===== src/rtl/cart_pkg.sv =====
// Shared cartridge definitions: loader FSM encoding, error codes, iNES header
// layout and the mapper_config bit map that cart_config decodes.
package cart_pkg;

  typedef logic [2:0] loader_state_t;

  localparam loader_state_t ST_IDLE    = 3'd0;
  localparam loader_state_t ST_HDR     = 3'd1;
  localparam loader_state_t ST_TRAINER = 3'd2;
  localparam loader_state_t ST_PRG     = 3'd3;
  localparam loader_state_t ST_CHR     = 3'd4;
  localparam loader_state_t ST_DONE    = 3'd5;
  localparam loader_state_t ST_ERR     = 3'd6;

  localparam logic [1:0] ERR_NONE  = 2'd0;
  localparam logic [1:0] ERR_MAGIC = 2'd1;
  localparam logic [1:0] ERR_SIZE  = 2'd2;

  // "NES\x1A", header byte i lives at bits [8*i +: 8]
  localparam logic [31:0] INES_MAGIC = 32'h1A53_454E;

  localparam int HDR_LEN       = 16;
  localparam int HDR_PRG_UNITS = 4;
  localparam int HDR_CHR_UNITS = 5;
  localparam int HDR_FLAGS6    = 6;
  localparam int HDR_FLAGS7    = 7;
  localparam int TRAINER_LEN   = 512;

  localparam int F6_MIRROR      = 0;
  localparam int F6_BATTERY     = 1;
  localparam int F6_TRAINER     = 2;
  localparam int F6_FOUR_SCREEN = 3;

  localparam int CFG_MIRROR_V    = 0;
  localparam int CFG_BATTERY     = 1;
  localparam int CFG_FOUR_SCREEN = 2;
  localparam int CFG_CHR_RAM     = 3;
  localparam int CFG_MAPPER_LSB  = 8;

  // Smallest (2^k - 1) covering a non-zero byte count: smear the top bit of bytes-1 downward.
  function automatic logic [31:0] pow2_mask(input logic [31:0] bytes);
    logic [31:0] m;
    m = bytes - 32'd1;
    m = m | (m >> 1);
    m = m | (m >> 2);
    m = m | (m >> 4);
    m = m | (m >> 8);
    m = m | (m >> 16);
    return m;
  endfunction

endpackage


===== src/rtl/bram_byte_writer.sv =====
// Turns one accepted image byte into a registered single-lane write on a
// 32-bit byte-addressed BRAM port.
module bram_byte_writer (
  input  logic        clk,
  input  logic        rst_n,
  input  logic        stb,
  input  logic [31:0] idx,
  input  logic [7:0]  data,
  output logic [31:0] addr,
  output logic [3:0]  we,
  output logic [31:0] dout,
  output logic        en
);

  always_ff @(posedge clk) begin
    if (!rst_n) begin
      addr <= '0;
      we   <= '0;
      dout <= '0;
      en   <= 1'b0;
    end else begin
      en <= stb;
      we <= stb ? (4'b0001 << idx[1:0]) : 4'b0000;
      if (stb) begin
        addr <= {idx[31:2], 2'b00};
        dout <= {4{data}};
      end
    end
  end

endmodule


===== src/rtl/ines_loader.sv =====
// iNES image loader: parses the 16-byte header, skips an optional trainer and
// streams PRG then CHR payload into the cartridge BRAMs.
module ines_loader
  import cart_pkg::*;
#(
  parameter int          PRG_AW      = 15,
  parameter int          CHR_AW      = 13,
  parameter logic [31:0] PRGRAM_MASK = 32'h1FFF
) (
  input  logic        clk,
  input  logic        rst_n,
  input  logic        start,
  input  logic [7:0]  s_data,
  input  logic        s_valid,
  output logic        s_ready,
  output logic [31:0] BRAM_PRG_addr,
  output logic        BRAM_PRG_clk,
  output logic [31:0] BRAM_PRG_dout,
  output logic        BRAM_PRG_en,
  output logic        BRAM_PRG_rst,
  output logic [3:0]  BRAM_PRG_we,
  output logic [31:0] BRAM_CHR_addr,
  output logic        BRAM_CHR_clk,
  output logic [31:0] BRAM_CHR_dout,
  output logic        BRAM_CHR_en,
  output logic        BRAM_CHR_rst,
  output logic [3:0]  BRAM_CHR_we,
  output logic [31:0] mapper_config,
  output logic [31:0] PRG_mask,
  output logic [31:0] CHR_mask,
  output logic [31:0] PRGRAM_mask,
  output logic        busy,
  output logic        done,
  output logic [1:0]  err
);

  loader_state_t state;
  logic [31:0]   cnt;
  logic [7:0]    prg_units, chr_units, flags6;
  logic [3:0]    mapper_hi;
  logic [31:0]   prg_bytes, chr_bytes, cfg_next;
  logic          xfer, can_start, size_bad, prg_stb, chr_stb;

  assign s_ready = (state == ST_HDR) || (state == ST_TRAINER) ||
                   (state == ST_PRG) || (state == ST_CHR);
  assign busy      = s_ready;
  assign done      = (state == ST_DONE);
  assign xfer      = s_valid && s_ready;
  assign can_start = start && ((state == ST_IDLE) || (state == ST_DONE) || (state == ST_ERR));

  assign prg_bytes = {10'b0, prg_units, 14'b0};
  assign chr_bytes = {11'b0, chr_units, 13'b0};
  assign size_bad  = (prg_units == 8'd0) || (prg_bytes > (32'd1 << PRG_AW)) ||
                     (chr_bytes > (32'd1 << CHR_AW));

  assign prg_stb = xfer && (state == ST_PRG);
  assign chr_stb = xfer && (state == ST_CHR);

  assign PRGRAM_mask  = PRGRAM_MASK;
  assign BRAM_PRG_clk = clk;
  assign BRAM_CHR_clk = clk;
  assign BRAM_PRG_rst = 1'b0;
  assign BRAM_CHR_rst = 1'b0;

  always_comb begin
    cfg_next                          = '0;
    cfg_next[CFG_MIRROR_V]            = flags6[F6_MIRROR];
    cfg_next[CFG_BATTERY]             = flags6[F6_BATTERY];
    cfg_next[CFG_FOUR_SCREEN]         = flags6[F6_FOUR_SCREEN];
    cfg_next[CFG_CHR_RAM]             = (chr_units == 8'd0);
    cfg_next[CFG_MAPPER_LSB +: 8]     = {mapper_hi, flags6[7:4]};
  end

  // NOTE: state updates use non-blocking assignments so every branch sees pre-edge
  // values; reset is synchronous, so rst_n appears only inside the clocked block.
  always_ff @(posedge clk) begin
    if (!rst_n) begin
      state         <= ST_IDLE;
      cnt           <= '0;
      err           <= ERR_NONE;
      prg_units     <= '0;
      chr_units     <= '0;
      flags6        <= '0;
      mapper_hi     <= '0;
      mapper_config <= '0;
      PRG_mask      <= '0;
      CHR_mask      <= '0;
    end else if (can_start) begin
      state         <= ST_HDR;
      cnt           <= '0;
      err           <= ERR_NONE;
      mapper_config <= '0;
      PRG_mask      <= '0;
      CHR_mask      <= '0;
    end else if (xfer) begin
      cnt <= cnt + 32'd1;
      case (state)
        ST_HDR: begin
          if (cnt < 32'd4 && s_data != INES_MAGIC[{cnt[1:0], 3'b000} +: 8]) begin
            state <= ST_ERR;
            err   <= ERR_MAGIC;
          end
          if (cnt == HDR_PRG_UNITS) prg_units <= s_data;
          if (cnt == HDR_CHR_UNITS) chr_units <= s_data;
          if (cnt == HDR_FLAGS6)    flags6    <= s_data;
          if (cnt == HDR_FLAGS7)    mapper_hi <= s_data[7:4];
          if (cnt == HDR_LEN - 1) begin
            cnt <= '0;
            if (size_bad) begin
              state <= ST_ERR;
              err   <= ERR_SIZE;
            end else begin
              mapper_config <= cfg_next;
              PRG_mask      <= pow2_mask(prg_bytes);
              CHR_mask      <= (chr_units == 8'd0) ? 32'h1FFF : pow2_mask(chr_bytes);
              state         <= flags6[F6_TRAINER] ? ST_TRAINER : ST_PRG;
            end
          end
        end
        ST_TRAINER: begin
          if (cnt == TRAINER_LEN - 1) begin
            cnt   <= '0;
            state <= ST_PRG;
          end
        end
        ST_PRG: begin
          if (cnt == prg_bytes - 32'd1) begin
            cnt   <= '0;
            state <= (chr_units == 8'd0) ? ST_DONE : ST_CHR;
          end
        end
        ST_CHR: begin
          if (cnt == chr_bytes - 32'd1) state <= ST_DONE;
        end
        default: ;
      endcase
    end
  end

  bram_byte_writer u_prg_writer (
    .clk   (clk),
    .rst_n (rst_n),
    .stb   (prg_stb),
    .idx   (cnt),
    .data  (s_data),
    .addr  (BRAM_PRG_addr),
    .we    (BRAM_PRG_we),
    .dout  (BRAM_PRG_dout),
    .en    (BRAM_PRG_en)
  );

  bram_byte_writer u_chr_writer (
    .clk   (clk),
    .rst_n (rst_n),
    .stb   (chr_stb),
    .idx   (cnt),
    .data  (s_data),
    .addr  (BRAM_CHR_addr),
    .we    (BRAM_CHR_we),
    .dout  (BRAM_CHR_dout),
    .en    (BRAM_CHR_en)
  );

endmodule


===== config.mk =====
export PLATFORM = sky130hd
export DESIGN_NAME = ines_loader
export DESIGN_NICKNAME = d
export VERILOG_FILES = /design/src/rtl/cart_pkg.sv /design/src/rtl/bram_byte_writer.sv /design/src/rtl/ines_loader.sv
export SDC_FILE = /design/constraint.sdc
export NUM_CORES = 1
export LEC_CHECK = 0
export ABC_AREA = 0
export CAP_MARGIN = 20
export CORE_UTILIZATION = 25
export DETAILED_ROUTE_END_ITERATION = 7
export DONT_BUFFER_PORTS = 1
export REMOVE_ABC_BUFFERS = 1
export SLEW_MARGIN = 20
export SYNTH_ARGS = -nofsm -noshare
export SYNTH_HDL_FRONTEND = slang
export SYNTH_HIERARCHICAL = 1
export SYNTH_SLANG_ARGS = --single-unit

===== constraint.sdc =====
create_clock -name clk -period 5.3 [get_ports clk]
set_clock_uncertainty 0.2 [all_clocks]
set_input_delay 0.795 -clock clk [delete_from_list [all_inputs] [get_ports clk]]
set_output_delay 0.795 -clock clk [all_outputs]
set_load 0.05 [all_outputs]

* Word level (Yosys, flattened, before mapping)
Index checks and enable logic that the tools add are counted.
Storage, ports and cells: flip-flop bits (word level) 275, input port bits 12, output and inout port bits 275, word-level logic and storage cells 111
Operators by class: $add $sub $neg 3, $lt $le $gt $ge 3, equality and inequality tests 23, shifts and indexed selects 2, mux-type cells 19, bitwise operators 13, reductions and logical operators 29
Operators with widths (number):
- 32-bit by 3-bit equality test with 1-bit output (second input constant) | 4
- 32-bit 2-to-1 mux | 4
- 32-bit one-hot mux with 3 select lines | 1
- 32-bit equality test | 2
- 32-bit by 16-bit OR with 32-bit output | 2
- 32-bit by 24-bit OR with 32-bit output | 2
- 32-bit by 28-bit OR with 32-bit output | 2
- 32-bit by 30-bit OR with 32-bit output | 2
- 32-bit by 31-bit OR with 32-bit output | 2
- 32-bit by 1-bit adder with 32-bit output (second input constant) | 1
- 32-bit by 4-bit equality test with 1-bit output (second input constant) | 1
- 32-bit by 9-bit equality test with 1-bit output (second input constant) | 1
- 32-bit by 3-bit < comparator with 1-bit output (second input constant) | 1
- 32-bit by 6-bit indexed part select with 8-bit output (first input constant) | 1
- 22-bit by 1-bit subtractor with 23-bit output (second input constant) | 1
- 22-bit by 16-bit > comparator with 1-bit output (second input constant) | 1
- 21-bit by 1-bit subtractor with 22-bit output (second input constant) | 1
- 21-bit by 14-bit > comparator with 1-bit output (second input constant) | 1
- 4-bit AND reduction | 5
- 3-bit 2-to-1 mux | 6
- 8-bit logical NOT | 2
- 3-bit one-hot mux with 4 select lines | 1
- 6-bit AND reduction | 2
- 3-bit equality test (second input constant) | 3
- other kinds (19) | 43

* Depth between registers and ports, before layout
word-level depth 8, gate-level depth with buffers 10, mapped depth without buffers 9

* By module
Netlist, hierarchy kept.
Modules (own cells, without submodules):
- ines_loader | instances 1, cells an instance 743, area each 5739.3 um^2, sequential area each 1921.8 um^2
- bram_byte_writer | instances 2, cells an instance 163, area each 1821.7 um^2, sequential area each 860.8 um^2

==> reports/results.tsv <==
stage	metric	value	unit
clock_network	total CTS buffers	17	
grt	global-route wire length before repair	36080	µm
yosys	post-synthesis xor/xnor area fraction	0.04854	
sta	Hold Vio Cnt, Final	0	
detailed_routing	drt drc	0	
clock_network	Hold Buf Count CTS	0	
yosys	post-synthesis compound-gate area fraction	0.07161	
detailed_routing	post-route ant nets	0	
place	Port Buffer Count	0	
grt	largest net degree at the start of global routing	85	
critical_path	Required @ worst endpoint	4.30	ns
sta	Final setup viols	0	
place	dpl cells	1389	
sta	total negative slack	0	ns
critical_path	R2R Setup Slk	1.73	ns
place	GPL Wtd Cong	0.8797	
critical_path	Reg2Reg Capture Point	cnt[28]	
grt	M3 GR Usage	0.04143	
clock_network	latest clock arrival within the worst-skew pair	0.45	ns
cells_and_area	Area growth, synth to finish	0.06662	%
critical_path	critical path startpoint category	clock port	
power_and_ir_drop	Pwr Density	310.6	nW/µm²
grt	met2 GRT Util	0.1983	
yosys	Synth cell types	61	
critical_path	worst setup path startpoint	clk	
yosys	Synth Register Bits	182	
yosys	ys async rst share	0	
cells_and_area	fin util	0.2552	
power_and_ir_drop	LEAKAGE	0.003096	µW
critical_path	Crit. End Element	primary output	
grt	GRT overflow	0	
floorplan	die height	195.7	µm
yosys	EDFF count, synth	0	
cells_and_area	share of layout cells above drive strength 1	0.08499	
yosys	main combinational cell family by area after synthesis	simple AND/OR/NAND/NOR gates	
grt	met1 Use GR	0.1566	
yosys	Seq/Total Area, Yosys	0.3883	
detailed_routing	DR pass1 iterations	4	
sta	Worst Tran Pin Value	1.037	ns
grt	number of global-route vias before repair	6022	
sta	unrepaired setup endpoints after global routing	false	
critical_path	Crit Path Class	clock port to primary output	
clock_network	CTS root buf	clkbuf_16	
floorplan	Starting Density	0.2551	
cells_and_area	Final Non-Filler Cells	1421	
critical_path	reg2reg start	cnt[1]	
critical_path	crit path to	BRAM_CHR_clk	
clock_network	CTS tree	built	
detailed_routing	vias after detailed routing	6388	
yosys	Post-Synthesis Cell Area	9383	µm²
sta	slew margin rel.	0.3086	
floorplan	num rows	70	
floorplan	Core Box Area	36790	µm²
worst_hold_path	worst hold-check path type	register to register	
detailed_routing	Via-to-Cell Ratio	4.495	
critical_path	WP data arrival	2.65	ns
cells_and_area	diode count	0	
clock_network	PostCTS Resize Cnt	0	
yosys	Post-Synth Adder-Cell Area	0.01574	
outcome	status	complete, no violations	
critical_path	CP max FO	3	
grt	initial antenna violation count	0	
grt	GRT Max-Usage Layer	met2	
yosys	post-synthesis cell count	1069	
floorplan	I/O pin count	287	
floorplan	Die W	195.7	µm
yosys	synthesis warning total	6	
detailed_routing	Iter 0 DRT Violations	422	
floorplan	Die ar.	38310	µm²
yosys	synthesized area per cell	8.777	µm²
job	max_cap viols	0	
detailed_routing	WL/cell	16.77	µm
sta	final max-slew violation count	0	
clock_network	Post-CTS Setup Inserts	0	
critical_path	critical path depth in cells	0	
clock_network	Clock Sinks	182	
power_and_ir_drop	Worst VDD drop	210.9	µV
place	Final HPWL DP	16920	µm
cells_and_area	Fillers	3999	
yosys	mux contribution to synthesized area	0.08561	
cells_and_area	Nets	963	
clock_network	htree depth	4	
grt	Tot GR Track Use	0.1247	
clock_network	clock-pin transition on the worst setup and hold timing paths	0.07	ns
clock_network	CTS Buffer Depth	2	
yosys	ys flop type	dfxtp_1	
detailed_routing	Total Wirelength	23830	µm
yosys	Synth Area in Simple Gates	0.2162	
critical_path	worst reg2reg path depth	8	
per-layer routing:
layer / vias to the layer above / routed length, µm
met3: 26 / 1679
met5: - / 0
met1: 3040 / 10810
li1: 3114 / -
met4: 0 / 394
met2: 208 / 10950
cell usage after synthesis, drive strengths merged (21+ instances only):
master,instances,area share
a21oi,64,0.035
buf,171,0.15
clkbuf,44,0.018
dfxtp,182,0.39
mux2i,78,0.083
nand2,106,0.043
nand3,53,0.028
nor2,70,0.028
nor2b,79,0.053
nor3,28,0.015
xnor2,28,0.026
xor2,21,0.020
how the worst min path moves through the flow:
stage               startpoint               endpoint  depth (start not counted)
floorplan            flags6[0]              flags6[0]                          2
global placement     flags6[3]              flags6[3]                          2
detailed placement   flags6[0]              flags6[0]                          2
CTS                      rst_n  u_chr_writer/addr[28]                          1
global route         s_data[1]              flags6[1]                          2
finish               flags6[0]              flags6[0]                          2
cell type report:
class | instances | area (µm²) | share of cell area
flip-flops and latches | 182 | 3675 | 0.3914
inverters | 16 | 60.06 | 0.006397
clock inverters | 13 | 132.6 | 0.01413
well taps | 468 | 585.6 | 0.06237
repair buffers | 13 | 137.6 | 0.01466
multi-input cells | 710 | 4334 | 0.4616
clock buffers | 19 | 464.2 | 0.04944
flip-flops by register name, summed over array words and instances, names as in the netlist:
register,count
cnt,32
u_chr_writer/addr,30
u_prg_writer/addr,30
mapper_config,12
PRG_mask,10
CHR_mask,9
chr_units,8
flags6,8
prg_units,8
u_chr_writer/dout,8
u_prg_writer/dout,8
mapper_hi,4
u_chr_writer/we,4
u_prg_writer/we,4
state,3
err,2
u_chr_writer/en,1
u_prg_writer/en,1
placed cells by master, fill, tap and decap left out, drive strengths merged, types with 11 or more instances in the layout:
master | Yosys | routed
a21oi | 64 | 64
and3 | 14 | 14
buf | 171 | 13
clkbuf | 44 | 19
conb | 4 | 58
dfxtp | 182 | 182
ha | 11 | 11
inv | 16 | 22
mux2i | 78 | 78
nand2 | 106 | 106
nand3 | 53 | 53
nand4 | 13 | 13
nor2 | 70 | 70
nor2b | 79 | 79
nor3 | 28 | 28
xnor2 | 28 | 28
xor2 | 21 | 21
cells by family after synthesis:
kind of cell	count (synthesis)
mux	80
buf+inv	231
other cells	4
flops	182
xor+xnor	50
compound gates	107
simple gates	403
fa+ha+maj	12
power by group:
part           total, µW  internal [µW]  switching [µW]
Combinational        220           42.4             178
Sequential          1400           1370            33.8
Clock               1290            666             627
stage by stage:
step / area, µm² / setup slack [ns] / hold WS [ns] / power, µW
after floorplan: 8028 / -4.672 / 0.2366 / 1621
after global placement: 8792 / 1.655 / 0.2454 / 1653
after detailed placement: 8792 / 1.655 / 0.2504 / 1655
after CTS: 9389 / 1.655 / 0.2521 / 2975
after global routing: 9389 / 1.528 / 0.2583 / 3044
final: 9389 / 1.655 / 0.2612 / 2916
(Power assumes the default switching activity.)
